--- src/rtl/seq_cla_pkg.sv ---
// Shared types for the sequential carry-lookahead adder/subtractor:
// FSM state encoding and the slice-counter width helper.
package seq_cla_pkg;

  typedef enum logic [1:0] {
    IDLE = 2'd0,
    RUN  = 2'd1,
    DONE = 2'd2
  } state_t;

  // A one-slice datapath still needs a 1-bit counter so the port widths stay legal.
  function automatic int cnt_width(input int n);
    return (n <= 1) ? 1 : $clog2(n);
  endfunction

endpackage

--- src/rtl/cla_slice.sv ---
// Combinational SLICE-bit carry-lookahead adder: generate/propagate, flattened
// lookahead carries, sum, carry out and the carry into the slice MSB.
module cla_slice #(
  parameter int SLICE = 4
) (
  input  logic [SLICE-1:0] a,
  input  logic [SLICE-1:0] b,
  input  logic             cin,
  output logic [SLICE-1:0] sum,
  output logic             cout,
  output logic             c_msb
);

  logic [SLICE-1:0] g;
  logic [SLICE-1:0] p;
  logic [SLICE:0]   c;

  assign g = a & b;
  assign p = a ^ b;

  // c[i+1] = g[i] | p[i]g[i-1] | ... | p[i..0]cin, each term built directly
  // from g/p so no carry depends on a previous carry.
  always_comb begin
    logic term;
    c    = '0;
    c[0] = cin;
    for (int i = 0; i < SLICE; i++) begin
      term = cin;
      for (int k = 0; k <= i; k++) begin
        term = term & p[k];
      end
      c[i+1] = term;
      for (int j = 0; j <= i; j++) begin
        term = g[j];
        for (int k = j + 1; k <= i; k++) begin
          term = term & p[k];
        end
        c[i+1] = c[i+1] | term;
      end
    end
  end

  assign sum   = p ^ c[SLICE-1:0];
  assign cout  = c[SLICE];
  assign c_msb = c[SLICE-1];

endmodule

--- src/rtl/seq_cla_addsub.sv ---
// Multi-cycle adder/subtractor: one SLICE-bit lookahead slice reused over
// WIDTH/SLICE cycles, carry rippled through a register between cycles.
//
// state | meaning
// IDLE  | ready for a new operation (in_ready=1)
// RUN   | one slice per cycle, LSB slice first
// DONE  | result and flags held with out_valid=1 until out_ready
module seq_cla_addsub
  import seq_cla_pkg::*;
#(
  parameter int WIDTH = 16,
  parameter int SLICE = 4
) (
  input  logic             clk,
  input  logic             rst_n,
  input  logic             in_valid,
  output logic             in_ready,
  input  logic [WIDTH-1:0] a,
  input  logic [WIDTH-1:0] b,
  input  logic             sub,
  output logic             out_valid,
  input  logic             out_ready,
  output logic [WIDTH-1:0] sum,
  output logic             c_out,
  output logic             ovf,
  output logic             zero
);

  localparam int N  = WIDTH / SLICE;
  localparam int CW = cnt_width(N);
  localparam logic [CW-1:0] LAST = CW'(N - 1);

  if (SLICE <= 0 || WIDTH <= 0 || (WIDTH % SLICE) != 0) begin : g_bad_params
    $error("seq_cla_addsub: WIDTH must be a positive multiple of SLICE");
  end

  state_t           state;
  logic [WIDTH-1:0] a_q;
  logic [WIDTH-1:0] b_q;
  logic             carry_q;
  logic [CW-1:0]    cnt;
  logic [WIDTH-1:0] sum_q;

  logic [SLICE-1:0] a_sl;
  logic [SLICE-1:0] b_sl;
  logic [SLICE-1:0] s_sl;
  logic             cout_sl;
  logic             c_msb_sl;
  logic [WIDTH-1:0] sum_nxt;

  always_comb begin
    int idx;
    idx     = int'(cnt);
    a_sl    = a_q[idx*SLICE +: SLICE];
    b_sl    = b_q[idx*SLICE +: SLICE];
    sum_nxt = sum_q;
    sum_nxt[idx*SLICE +: SLICE] = s_sl;
  end

  cla_slice #(
    .SLICE(SLICE)
  ) u_slice (
    .a     (a_sl),
    .b     (b_sl),
    .cin   (carry_q),
    .sum   (s_sl),
    .cout  (cout_sl),
    .c_msb (c_msb_sl)
  );

  always_ff @(posedge clk or negedge rst_n) begin
    if (!rst_n) begin
      state     <= IDLE;
      in_ready  <= 1'b1;
      out_valid <= 1'b0;
      a_q       <= '0;
      b_q       <= '0;
      carry_q   <= 1'b0;
      cnt       <= '0;
      sum_q     <= '0;
      c_out     <= 1'b0;
      ovf       <= 1'b0;
      zero      <= 1'b0;
    end else begin
      case (state)
        IDLE: begin
          if (in_valid) begin
            // Subtraction as A + ~B + 1: the +1 enters through the carry register.
            a_q      <= a;
            b_q      <= b ^ {WIDTH{sub}};
            carry_q  <= sub;
            cnt      <= '0;
            sum_q    <= '0;
            in_ready <= 1'b0;
            state    <= RUN;
          end
        end
        RUN: begin
          sum_q   <= sum_nxt;
          carry_q <= cout_sl;
          if (cnt == LAST) begin
            c_out     <= cout_sl;
            ovf       <= c_msb_sl ^ cout_sl;
            zero      <= (sum_nxt == '0);
            cnt       <= '0;
            out_valid <= 1'b1;
            state     <= DONE;
          end else begin
            cnt <= cnt + 1'b1;
          end
        end
        DONE: begin
          if (out_ready) begin
            out_valid <= 1'b0;
            in_ready  <= 1'b1;
            state     <= IDLE;
          end
        end
        default: begin
          out_valid <= 1'b0;
          in_ready  <= 1'b1;
          state     <= IDLE;
        end
      endcase
    end
  end

  assign sum = sum_q;

endmodule

--- config.mk ---
export PLATFORM = sky130hd
export DESIGN_NAME = seq_cla_addsub
export DESIGN_NICKNAME = d
export VERILOG_FILES = /design/src/rtl/seq_cla_pkg.sv /design/src/rtl/cla_slice.sv /design/src/rtl/seq_cla_addsub.sv
export SDC_FILE = /design/constraint.sdc
export NUM_CORES = 1
export LEC_CHECK = 0
export BUFFER_PORTS_ARGS = -buffer_cell sky130_fd_sc_hd__buf_2
export CAP_MARGIN = 15
export CORE_AREA = 2 2 77 79
export DETAILED_ROUTE_END_ITERATION = 6
export DIE_AREA = 0 0 79 81
export PLACE_DENSITY = 0.78
export RECOVER_POWER = 100
export SYNTH_ARGS = -nofsm -noshare
export SYNTH_HDL_FRONTEND = slang
export SYNTH_HIERARCHICAL = 1
export SYNTH_SLANG_ARGS = --single-unit
export TNS_END_PERCENT = 30
--- constraint.sdc ---
create_clock -name clk -period 3.1 [get_ports clk]
set_input_delay 0.155 -clock clk [delete_from_list [all_inputs] [get_ports clk]]
set_output_delay 0.155 -clock clk [all_outputs]
set_load 0.03 [all_outputs]
Yosys cells after proc, flatten, opt, wreduce, memory -nomap -nowiden
Cells that the tools add are included.
- muxes and demuxes: 18
- $add $sub $neg: 2
- reductions and logical operators: 9
- shifts and indexed selects: 4
- equal/unequal tests: 6
- bitwise logic cells: 27
- operators with widths (operator ; number):
    $neg 4->33 ; 1
    $shift 4x33->16 const A ; 1
    $shiftx 4x33->16 ; 1
    $pmux 16 s2 ; 1
    $shiftx 16x5->4 ; 2
    $bwmux 16 ; 1
    $logic_not 16->1 ; 1
    $mux 16 ; 1
    $xor 16x16->16 ; 1
    $and 1x1->1 ; 10
    $mux 2 ; 5
    $or 1x1->1 ; 10
    $reduce_and 3->1 ; 3
    $xor 4x4->4 ; 2
    $ne 2x2->1 const B ; 3
    $pmux 1 s3 ; 2
    $pmux 2 s3 ; 1
    $reduce_and 2->1 ; 3
    $mux 1 ; 5
    $and 4x4->4 ; 1
    $eq 2x2->1 const B ; 2
    $pmux 2 s2 ; 1
    $add 2x1->2 const B ; 1
    $eq 2x1->1 const B ; 1
    5 further kinds ; 6
- register bits after elaboration: 58
- output and inout bits: 21
- logic and storage cells: 77
- input bits: 37

Depth between registers and ports, before layout
Gate-level depths: netlist of the first run.
- word-level depth: 12
- mapped depth: 10
- depth with buffers taken out: 9

By module
Netlist of the first run, hierarchy kept.
- modules (own cells, without submodules) (module ; times used ; cells each ; seq. area each (um^2) ; area each (um^2)):
    seq_cla_addsub ; 1 ; 230 ; 1452.6 ; 2800.2
    cla_slice ; 1 ; 15 ; 0.0 ; 162.7

Worst setup path after synthesis of the first run
OpenSTA, ideal clock, no wires.
- kind: register to register
- start point: register cnt[0]
- end point: register zero
- clock period less this slack: 2.847 ns
- arrival time: 2.751 ns
- buffers on the path: 1
- setup slack: 0.253 ns
- stages on the path, launching flop included: 11
- setup time: 0.095 ns
- cell sequence: dfrtp_1 buf_4 mux4_2 ha_1 ha_1 o21a_1 nor2_1 xnor2_1 o41ai_1 a21oi_1 o31ai_1
- elaborated cells on any way between the ends: 24
- those cells by class: 1 x add/sub; 1 x eq/ne; 4 x shift; 1 x mux; 15 x bitwise; 2 x reduce/logical
- RTL lines (what ; line ; text):
    start: declaration ; seq_cla_addsub.sv:41 ; logic [CW-1:0] cnt;
    start signal: assignment ; seq_cla_addsub.sv:109 ; cnt <= cnt + 1'b1;
    $shiftx 16x5->4 (*) ; seq_cla_addsub.sv:55 ; b_sl = b_q[idx*SLICE +: SLICE];
    net b_sl[0] ; seq_cla_addsub.sv:45 ; logic [SLICE-1:0] b_sl;
    $xor 4x4->4 ; cla_slice.sv:19 ; assign p = a ^ b;
    $and 1x1->1 (2 in series) ; cla_slice.sv:30 ; term = term & p[k];
    $or 1x1->1 (*) (2 in series) ; cla_slice.sv:38 ; c[i+1] = c[i+1] | term;
    $xor 4x4->4 (*) ; cla_slice.sv:43 ; assign sum = p ^ c[SLICE-1:0];
    net s_sl[2] ; seq_cla_addsub.sv:46 ; logic [SLICE-1:0] s_sl;
    $shiftx 4x33->16 (*) ; seq_cla_addsub.sv:57 ; sum_nxt[idx*SLICE +: SLICE] = s_sl;
    $bwmux 16 (*) ; seq_cla_addsub.sv:57 ;
    $logic_not 16->1 (*) ; seq_cla_addsub.sv:104 ; zero <= (sum_nxt == '0);
    end signal: assignment ; seq_cla_addsub.sv:104 ;
    end: declaration ; seq_cla_addsub.sv:26 ; output logic zero
Mark *: on every way through the listed nets, which the timed path passes. The rest lies on a longest branch.
A chain may end at the register's enable or synchronous reset.

Worst setup path after layout of the first run
- start point: register cnt[0]
- end point: register zero
- cells in the longest elaborated chain, start to end: 12
- elaborated cells on any way between the ends: 24
- those cells by class: 1 x add/sub; 1 x eq/ne; 4 x shift; 1 x mux; 15 x bitwise; 2 x reduce/logical
- ends and longest elaborated chain (what ; line ; text):
    $shiftx 16x5->4 (*) ; seq_cla_addsub.sv:54 ; a_sl = a_q[idx*SLICE +: SLICE];
    net a_sl[0] ; seq_cla_addsub.sv:44 ; logic [SLICE-1:0] a_sl;
    $xor 4x4->4 ; cla_slice.sv:19 ;
    $and 1x1->1 (3 in series) ; cla_slice.sv:30 ;
    $or 1x1->1 (*) (3 in series) ; cla_slice.sv:38 ;
    net c_msb_sl ; seq_cla_addsub.sv:48 ; logic c_msb_sl;
    $xor 4x4->4 (*) ; cla_slice.sv:43 ;
    net s_sl[3] ; seq_cla_addsub.sv:46 ;
    $shiftx 4x33->16 (*) ; seq_cla_addsub.sv:57 ;
    $bwmux 16 (*) ; seq_cla_addsub.sv:57 ;
    $logic_not 16->1 (*) ; seq_cla_addsub.sv:104 ;
Marked as above.

==> metrics.csv, run 1 <==
stage;metric;value;unit
placed_design;place_congestion;0.867;
global_routing;grt_pass1_vias;2139;
clocking;cts_buffers;9;
routing;first_iter_violations;131;
sta;rsz0062_at_grt;no;
pwr;pwr-share-comb;0.507;
critical_path;worstPathMaxFanout;6;
final_layout;synthToLayoutAreaGrowth;17.5;%
critical_path;worstSetupPathType;reg -> reg;
critical_path;cp_cell_sequence;mux4_2, ha_1, ha_1, o211ai_1, nand2_1, xor2_1, o311ai_0, nand3_1, o31ai_1;
sta;finalSetupTns;0;ps
final_layout;antenna_cells;0;
sta;period_share;0.909;
synthesis;syn_nets;294;
routing;drtAntennaViolNets;0;
synthesis;yosysUniqueCellTypes;43;
critical_path;slowest_stage;mux4_2;
routing;num_vias;2118;
outcome;outcome;finished with violations;
pwr;ir_drop;0.544;mV
sta;finalWorstSetupSlack;283;ps
floorplan;core;5680;um^2
clocking;cts_buffer_depth;2;
critical_path;arrival;3070;ps
pwr;power_leakage;1.53;nW
final_layout;fin_nets;358;
sta;fmax;0.355;GHz
routing;wl_met3;292;um
final_layout;layout.cells.non_filler;389;
critical_path;required;3350;ps
pwr;finalPower;4.34;mW
clocking;cts_htree_levels;3;
synthesis;yosysSeqAreaShare;0.490;
floorplan;die_x;79;um
sta;worst_pin_slew;1600;ps
clocking;clkTransAtPathRegs;70;ps
hold_path;hold_class;in -> reg;
floorplan;pin_count;58;
clocking;cts_tree;yes;
final_layout;drive_above_1_share;0.207;
placed_design;dp_hpwl;4.46;mm
synthesis;ys_ff_latch;58;
pwr;seqPwrFrac;0.304;
routing;firstDrtPassIters;4;
critical_path;critPathLaunchType;register;
final_layout;n_fill_cell;509;
critical_path;max_stage_delay;570;ps
routing;drt_wl_total;6.10;mm
synthesis;synthTopCellsByArea;dfrtp_1 (48%), mux2_1 (6.5%), mux4_2 (6.1%);
synthesis;yosys_warnings;6;
floorplan;fp.dieH;81;um
routing;highest_layer;met4;
sta;clock-skew-final;11.7;ps
global_routing;grt_pass1_wl;10.3;mm
routing;drc;0;
synthesis;synth_edf_count;0;
outcome;failed_checks;capacitance limit, slew limit;
routing;routed-wl-met2;2.71;mm
sta;min_period;2820;ps
synthesis;async_flop_share;1.00;
synthesis;yosysMostFrequentCell;dfrtp_1;
global_routing;grt_max_degree;31;
critical_path;crit_path_end_kind;register;
routing;m1WireLength;3.00;mm
synthesis;syn-instance-count;245;
sta;drv_slew;31;
global_routing;antenna_found_initial;0;
global_routing;grtUsageTotal;0.213;
placed_design;dpl_worst_slack;295;ps
routing;vias_per_cell;5.44;
synthesis;syn_area;2960;um^2
placed_design;place_inst;372;
sta;relSlewSlack;-0.0645;
clocking;cts_root_buf;clkbuf_8;
sta;hold_viol;0;
global_routing;grt.overflow.total;0;
critical_path;timing.critical_path.mode_cell;ha_1;
pwr;intPower;2.50;mW
floorplan;dieArea;6400;um^2
final_layout;utilization;0.613;
floorplan;initial_core_util;0.522;
placed_design;io_buffers;57;
pwr;switching_share;0.425;
synthesis;synthFlopType;dfrtp_1;
clocking;clkSinkCount;58;
pwr;p_switching;1.85;mW
sta;setup_violations;0;
pwr;powerDensity;1250;nW/um^2
synthesis;synth_common_cells;dfrtp_1 (57), nor2_1 (22), a21oi_1 (19), xnor2_1 (18), mux2_1 (17);
clocking;insertion_delay;350;ps
synthesis;yosysTopAreaCell;dfrtp_1;
routing;wl_per_cell;15.7;um
floorplan;num_rows;28;
job;max-cap-violations;1;
synthesis;syn-mean-instance-area;12.1;um^2
pwr;power_frac_clock;0.189;
synthesis;synth_top_area_share;0.481;
## cells by family after synthesis
kind of cell | after synthesis | synth area share
compound gates | 60 | 0.145
flops | 58 | 0.490
simple gates | 54 | 0.0942
mux | 26 | 0.129
xor+xnor | 20 | 0.0617
buf+inv | 15 | 0.0266
fa+ha+maj | 12 | 0.0532
## flip-flops by register name (all words and copies together), names as in the netlist
signal	cells
out_valid	1
zero	1
a_q	16
b_q	16
c_out	1
ovf	1
state	2
cnt	2
in_ready	1
carry_q	1
sum	16
## cells in the final DEF, fill, tap and decap left out, drive strengths merged, types with 4 or more instances in the layout
cell	n
a21oi	20
buf	37
inv	4
nor3	5
o21ai	5
dfrtp	57
mux4	8
mux2	18
xnor2	18
ha	11
nor2	22
a21o	5
nand2	11
clkbuf	36
a22o	16
nand3	4
## metal layers
metal	vias up	track usage
li1	1016	-
met1	1035	0.297
met2	59	0.321
met3	8	0.0456
met4	0	0.0983
met5	-	0
## per-stage QoR
| step | cell area [um^2] | hold slack [ps] |
|---|---|---|
| final | 3480 | 23.7 |
| after global routing | 3480 | 27.5 |
| after CTS | 3570 | 21.3 |
| after detailed placement | 3320 | 216 |
| after global placement | 3320 | 207 |
| after floorplan | 2960 | -141 |
## critical path, delay by kind of cell (launching register included)
family                     cells  cell delay [ps]
and+or+nand+nor                2              280
AOI/OAI and AO/OA              3              690
xor gates and xnor gates       1              250
muxes                          1              570
DFF                            1              440
adders and majority gates      2              500
## power by group through the flow
stage | logic (mW) | registers, mW | clock network [mW]
2_1_floorplan | 1.67 | 1.37 | 0
3_3_place_gp | 2.29 | 1.32 | 0
3_5_place_dp | 2.32 | 1.33 | 0
4_1_cts | 2.33 | 1.32 | 0.830
5_1_grt | 2.43 | 1.36 | 0.862
6_report | 2.20 | 1.32 | 0.822
## area by class of cell
cell class              instances  area, um^2  share of cell area
well taps                      75        93.8              0.0270
flip-flops and latches         58        1450               0.417
clock buffers                  10         128              0.0367
clock inverters                 6         105              0.0302
multi-input cells             172        1390               0.399
repair buffers                 64         299              0.0859
inverters                       4        15.0             0.00431
## worst paths after layout
check | start | slack (ps) | to | depth (start not counted)
setup / recovery | cnt[0]$_DFFE_PN0P_ | 280 | zero$_DFFE_PN0P_ | 9
hold / removal | a[1] | 20 | a_q[1]$_DFFE_PN0P_ | 2
setup reg to reg | cnt[0]$_DFFE_PN0P_ | 280 | zero$_DFFE_PN0P_ | 9
hold reg to reg | ovf$_DFFE_PN0P_ | 480 | ovf$_DFFE_PN0P_ | 2
max in group asynchronous | rst_n | 920 | sum[1]$_DFFE_PN0P_ | 3
min in group asynchronous | rst_n | 740 | a_q[7]$_DFFE_PN0P_ | 2
## timing repair
action,4_1_cts,5_1_grt
hold buffers,1,0
hold endpoints to repair,29,0
buffers inserted,0,0
setup endpoints to repair,0,0
gates resized for setup,0,0
No activity file was read; power rests on OpenSTA's default activity.
==> inputs of run 2 (changes only) <==
- HOLD_SLACK_MARGIN: unset -> 0.03
==> metrics.csv, run 2 (synthesis gave the netlist of run 1 again) <==
stage;metric;value;unit;change
critical_path;reg2reg_depth;9;;unchanged
critical_path;worstPathMaxFanout;6;;unchanged
final_layout;most-common-layout-cells;dfrtp_1 (57), buf_2 (35), clkbuf_1 (26);;
clocking;clkTransAtPathRegs;70;ps;about the same
sta;relSlewSlack;-0.0469;;+0.0176
clocking;cts_buffers;9;;unchanged
critical_path;slowest_stage;mux4_2;;
pwr;ir_drop;0.544;mV;about the same
pwr;finalPower;4.36;mW;+0.37%
final_layout;drive_above_1_share;0.203;;-0.00388
critical_path;crit_cells;9;;unchanged
clocking;cts_htree_levels;3;;unchanged
routing;drc;0;;unchanged
sta;rsz0062_at_grt;no;;
global_routing;grt_pass1_vias;2144;;+0.23%
final_layout;layout.cells.non_filler;395;;+1.5%
floorplan;initial_core_util;0.522;;unchanged
final_layout;utilization;0.624;;+0.0106
hold_path;hold_class;in -> reg;;
outcome;failed_checks;capacitance limit, slew limit;;
clocking;cts_buffer_depth;2;;unchanged
sta;min_period;2860;ps;+37.8 ps
sta;finalSetupTns;0;ps;unchanged
sta;hold_viol;0;;unchanged
floorplan;pin_count;58;;unchanged
global_routing;grtUsageTotal;0.214;;+0.00145
routing;firstDrtPassIters;4;;unchanged
global_routing;grt.overflow.total;0;;unchanged
hold_path;min_path_cells;2;;unchanged
job;max-cap-violations;1;;unchanged
sta;fmax;0.350;GHz;-1.3%
placed_design;dp_hpwl;4.46;mm;unchanged
final_layout;synthToLayoutAreaGrowth;19.5;%;
sta;setup_violations;0;;unchanged
pwr;powerDensity;1230;nW/um^2;-1.3%
sta;clock-skew-final;9.83;ps;-1.92 ps
routing;vias_per_cell;5.46;;+0.25%
global_routing;grt_pass1_wl;10.4;mm;+0.60%
pwr;power_leakage;1.55;nW;+1.6%
sta;period_share;0.921;;+0.0122
critical_path;worstSetupPathType;reg -> reg;;
final_layout;final_area;3540;um^2;+1.7%
critical_path;arrival;3100;ps;+30 ps
floorplan;num_rows;28;;unchanged
sta;worst_pin_slew;1570;ps;-26.3 ps
routing;first_iter_violations;142;;+8.4%
floorplan;die_x;79;um;unchanged
critical_path;critPathLaunchType;register;;
clocking;insertion_delay;340;ps;about the same
critical_path;critPathBufInv;0;;unchanged
final_layout;final_common_cell;dfrtp_1;;
routing;wl_per_cell;15.6;um;-0.65%
clocking;cts_root_buf;clkbuf_8;;
floorplan;dieArea;6400;um^2;unchanged
outcome;outcome;finished with violations;;
floorplan;core;5680;um^2;unchanged
clocking;clkSinkCount;58;;unchanged
final_layout;fin_nets;364;;+1.7%
floorplan;fp.dieH;81;um;unchanged
sta;drv_slew;31;;unchanged
critical_path;crit_path_end_kind;register;;
global_routing;grt_max_degree;31;;unchanged
clocking;cts_tree;yes;;
critical_path;cp_cell_sequence;mux4_2, ha_1, ha_1, o211ai_1, nand2_1, xor2_1, o311ai_0, nand3_1, o31ai_1;;
clocking;post_cts_buffers;0;;unchanged
global_routing;antenna_found_initial;0;;unchanged
placed_design;place_area;3320;um^2;unchanged
placed_design;place_congestion;0.867;;unchanged
placed_design;dpl_worst_slack;295;ps;unchanged
placed_design;place_inst;372;;unchanged
sta;finalWorstSetupSlack;245;ps;-37.8 ps
critical_path;required;3340;ps;about the same
routing;drt_wl_total;6.15;mm;+0.89%
placed_design;io_buffers;57;;unchanged
sta;hold-worst-slack;33.7;ps;+10.0 ps
critical_path;crit_family;compound AO/OA/AOI/OAI gates;;
final_layout;antenna_cells;0;;unchanged
routing;num_vias;2156;;+1.8%
routing;drtAntennaViolNets;0;;unchanged
critical_path;max_stage_delay;570;ps;about the same
critical_path;timing.critical_path.mode_cell;ha_1;;
run 2: area by class of cell:
type,instances,area [um^2]
clock buffer,10,128
clock inverter,6,105
fill,507,2130
inverter,4,15.0
multi-input combinational,172,1390
sequential,58,1450
tap,75,93.8
timing repair buffer,70,359
run 2: per-layer routing:
metal / up-vias / share of wire / GRT usage
li1: 1028 / - / -
met1: 1056 / 0.48 / 0.298
met5: - / 0 / 0
met2: 63 / 0.45 / 0.325
met3: 9 / 0.047 / 0.0456
met4: 0 / 0.018 / 0.0983
run 2: final timing paths:
path	startpoint	to	slack, ps
setup / recovery	cnt[0]$_DFFE_PN0P_	zero$_DFFE_PN0P_	240
hold / removal	a[12]	a_q[12]$_DFFE_PN0P_	30
setup reg to reg	cnt[0]$_DFFE_PN0P_	zero$_DFFE_PN0P_	240
hold reg to reg	ovf$_DFFE_PN0P_	ovf$_DFFE_PN0P_	480
max in group asynchronous	rst_n	sum[1]$_DFFE_PN0P_	930
min in group asynchronous	rst_n	a_q[7]$_DFFE_PN0P_	740
run 2: report_power, final:
group | switching, mW | leakage, nW | internal, mW
registers | 0.246 | 0.704 | 1.07
logic | 1.33 | 0.729 | 0.898
clock network | 0.288 | 0.120 | 0.530
total | 1.86 | 1.55 | 2.50
run 2: worst reg2reg max path, delay by kind of cell (launching register included):
| kind | cells | cell delay [ps] |
|---|---|---|
| XOR/XNOR | 1 | 250 |
| multiplexers | 1 | 570 |
| AND/OR/NAND/NOR | 2 | 280 |
| flip-flops | 1 | 440 |
| AO/OA/AOI/OAI | 3 | 720 |
| adder cells (fa/ha/maj) | 2 | 500 |
run 2: repair_timing:
action / in CTS / in global routing
hold buffers: 7 / 0
endpoints found under the hold margin: 35 / 0
gates resized for setup: 0 / 0
==> inputs of run 3 (changes only) <==
- CORE_AREA: 2 2 77 79 -> 2 2 90 92
- DIE_AREA: 0 0 79 81 -> 0 0 92 94
- PLACE_DENSITY: 0.78 -> unset
==> metrics.csv, run 3 (synthesis gave the netlist of run 1 again) <==
stage;metric;value;unit;change
outcome;outcome;finished with violations;;
outcome;failed_checks;capacitance limit, slew limit;;
sta;hold-worst-slack;40.2;ps;+6.52 ps
sta;setup_violations;0;;unchanged
routing;wl_per_cell;15.2;um;-2.1%
floorplan;num_rows;32;;+14%
sta;fmax;0.348;GHz;-0.56%
routing;vias_per_cell;5.07;;-7.1%
pwr;power_leakage;1.54;nW;-0.75%
final_layout;antenna_cells;0;;unchanged
clocking;insertion_delay;330;ps;about the same
critical_path;arrival;3110;ps;about the same
clocking;cts_buffers;9;;unchanged
sta;finalWorstSetupSlack;229;ps;-16.0 ps
clocking;cts_buffer_depth;2;;unchanged
clocking;clkTransAtPathRegs;70;ps;about the same
floorplan;fp.dieH;94;um;+16%
sta;finalSetupTns;0;ps;unchanged
routing;firstDrtPassIters;4;;unchanged
critical_path;required;3340;ps;about the same
global_routing;grt_pass1_wl;10.7;mm;+3.1%
sta;min_period;2870;ps;+16.0 ps
global_routing;grt_pass1_vias;2147;;+0.14%
critical_path;worstPathMaxFanout;6;;unchanged
hold_path;min_path_cells;2;;unchanged
global_routing;grt.overflow.total;0;;unchanged
final_layout;final_common_cell;dfrtp_1;;
routing;drt_wl_total;6.43;mm;+4.6%
routing;first_iter_violations;64;;-55%
clocking;cts_htree_levels;3;;unchanged
clocking;cts_tree;yes;;
critical_path;critPathLaunchType;register;;
critical_path;reg2reg_depth;9;;unchanged
sta;relSlewSlack;-0.0402;;+0.00669
sta;clock-skew-final;6.07;ps;-3.76 ps
global_routing;grtUsageTotal;0.162;;-0.0520
job;max-cap-violations;1;;unchanged
pwr;ir_drop;0.374;mV;-31%
floorplan;dieArea;8650;um^2;+35%
sta;hold_viol;0;;unchanged
placed_design;io_buffers;57;;unchanged
global_routing;antenna_found_initial;0;;unchanged
sta;worst_pin_slew;1560;ps;-10.0 ps
clocking;post_cts_buffers;0;;unchanged
floorplan;pin_count;58;;unchanged
clocking;cts_root_buf;clkbuf_8;;
final_layout;most-common-layout-cells;dfrtp_1 (57), buf_2 (35), clkbuf_1 (27);;
floorplan;initial_core_util;0.389;;-0.133
sta;rsz0062_at_grt;no;;
sta;period_share;0.926;;+0.00515
routing;drc;0;;unchanged
global_routing;grt_max_degree;31;;unchanged
clocking;clkSinkCount;58;;unchanged
placed_design;dp_hpwl;4.74;mm;+6.4%
floorplan;die_x;92;um;+16%
final_layout;fin_nets;364;;unchanged
final_layout;drive_above_1_share;0.206;;+0.00312
pwr;powerDensity;1230;nW/um^2;-0.35%
floorplan;core;7610;um^2;+34%
hold_path;hold_class;in -> reg;;
final_layout;synthToLayoutAreaGrowth;20.1;%;
critical_path;crit_path_end_kind;register;;
placed_design;dpl_worst_slack;218;ps;-77.3 ps
placed_design;place_congestion;0.847;;-2.3%
sta;drv_slew;30;;-3.2%
routing;num_vias;2140;;-0.74%
critical_path;worstSetupPathType;reg -> reg;;
routing;drtAntennaViolNets;0;;unchanged
## run 3: through the flow
stage	cell area [um^2]	utilization	cells	power (mW)
2_1_floorplan	2960	-	245	3.04
3_3_place_gp	3360	0.442	400	3.68
3_5_place_dp	3360	0.442	400	3.72
4_1_cts	3600	0.474	418	4.49
5_1_grt	3560	0.468	422	4.68
6_report	3560	0.468	422	4.37
## run 3: layer usage
metal / vias up / track usage / share of wire
met2: 62 / 0.242 / 0.44
met1: 1042 / 0.224 / 0.49
li1: 1024 / - / -
met3: 12 / 0.0401 / 0.049
met5: - / 0 / 0
met4: 0 / 0.0709 / 0.017
## run 3: critical path: stages, from the launching register on
cell	delay, ps
dfrtp_1	450
buf_4	210
mux4_2	520
ha_1	370
a21oi_1	200
nand2_2	120
xor2_1	240
o311ai_0	340
nand3_1	140
o31ai_1	200
## run 3: area by class of cell
| cell class | count | area (um^2) |
|---|---|---|
| Multi-Input combinational cell | 172 | 1390 |
| Clock inverter | 5 | 77.6 |
| Clock buffer | 11 | 141 |
| Tap cell | 102 | 128 |
| Inverter | 4 | 15.0 |
| Fill cell | 749 | 4050 |
| Timing Repair Buffer | 70 | 353 |
| Sequential cell | 58 | 1450 |
## run 3: repair_timing
action | CTS | global route
hold buffers | 2 | 4
hold endpoints to repair | 29 | 4
resized for setup | 0 | 0
## run 3: power breakdown
group          switching [mW]  total (mW)  leakage [nW]  internal [mW]
logic                    1.38        2.29         0.728          0.906
registers               0.244        1.32         0.704           1.07
clock network           0.288       0.759         0.109          0.472
total                    1.92        4.37          1.54           2.45
## run 3: path summary, 6_finish.rpt
kind,slack (ps),start,end
worst max-delay path,230,cnt[0]$_DFFE_PN0P_,zero$_DFFE_PN0P_
worst min-delay path,40,a[5],a_q[5]$_DFFE_PN0P_
worst max register to register,230,cnt[0]$_DFFE_PN0P_,zero$_DFFE_PN0P_
worst min register to register,480,a_q[6]$_DFFE_PN0P_,a_q[6]$_DFFE_PN0P_
max in group asynchronous,870,rst_n,state[0]$_DFFE_PN0P_
min in group asynchronous,750,rst_n,a_q[6]$_DFFE_PN0P_
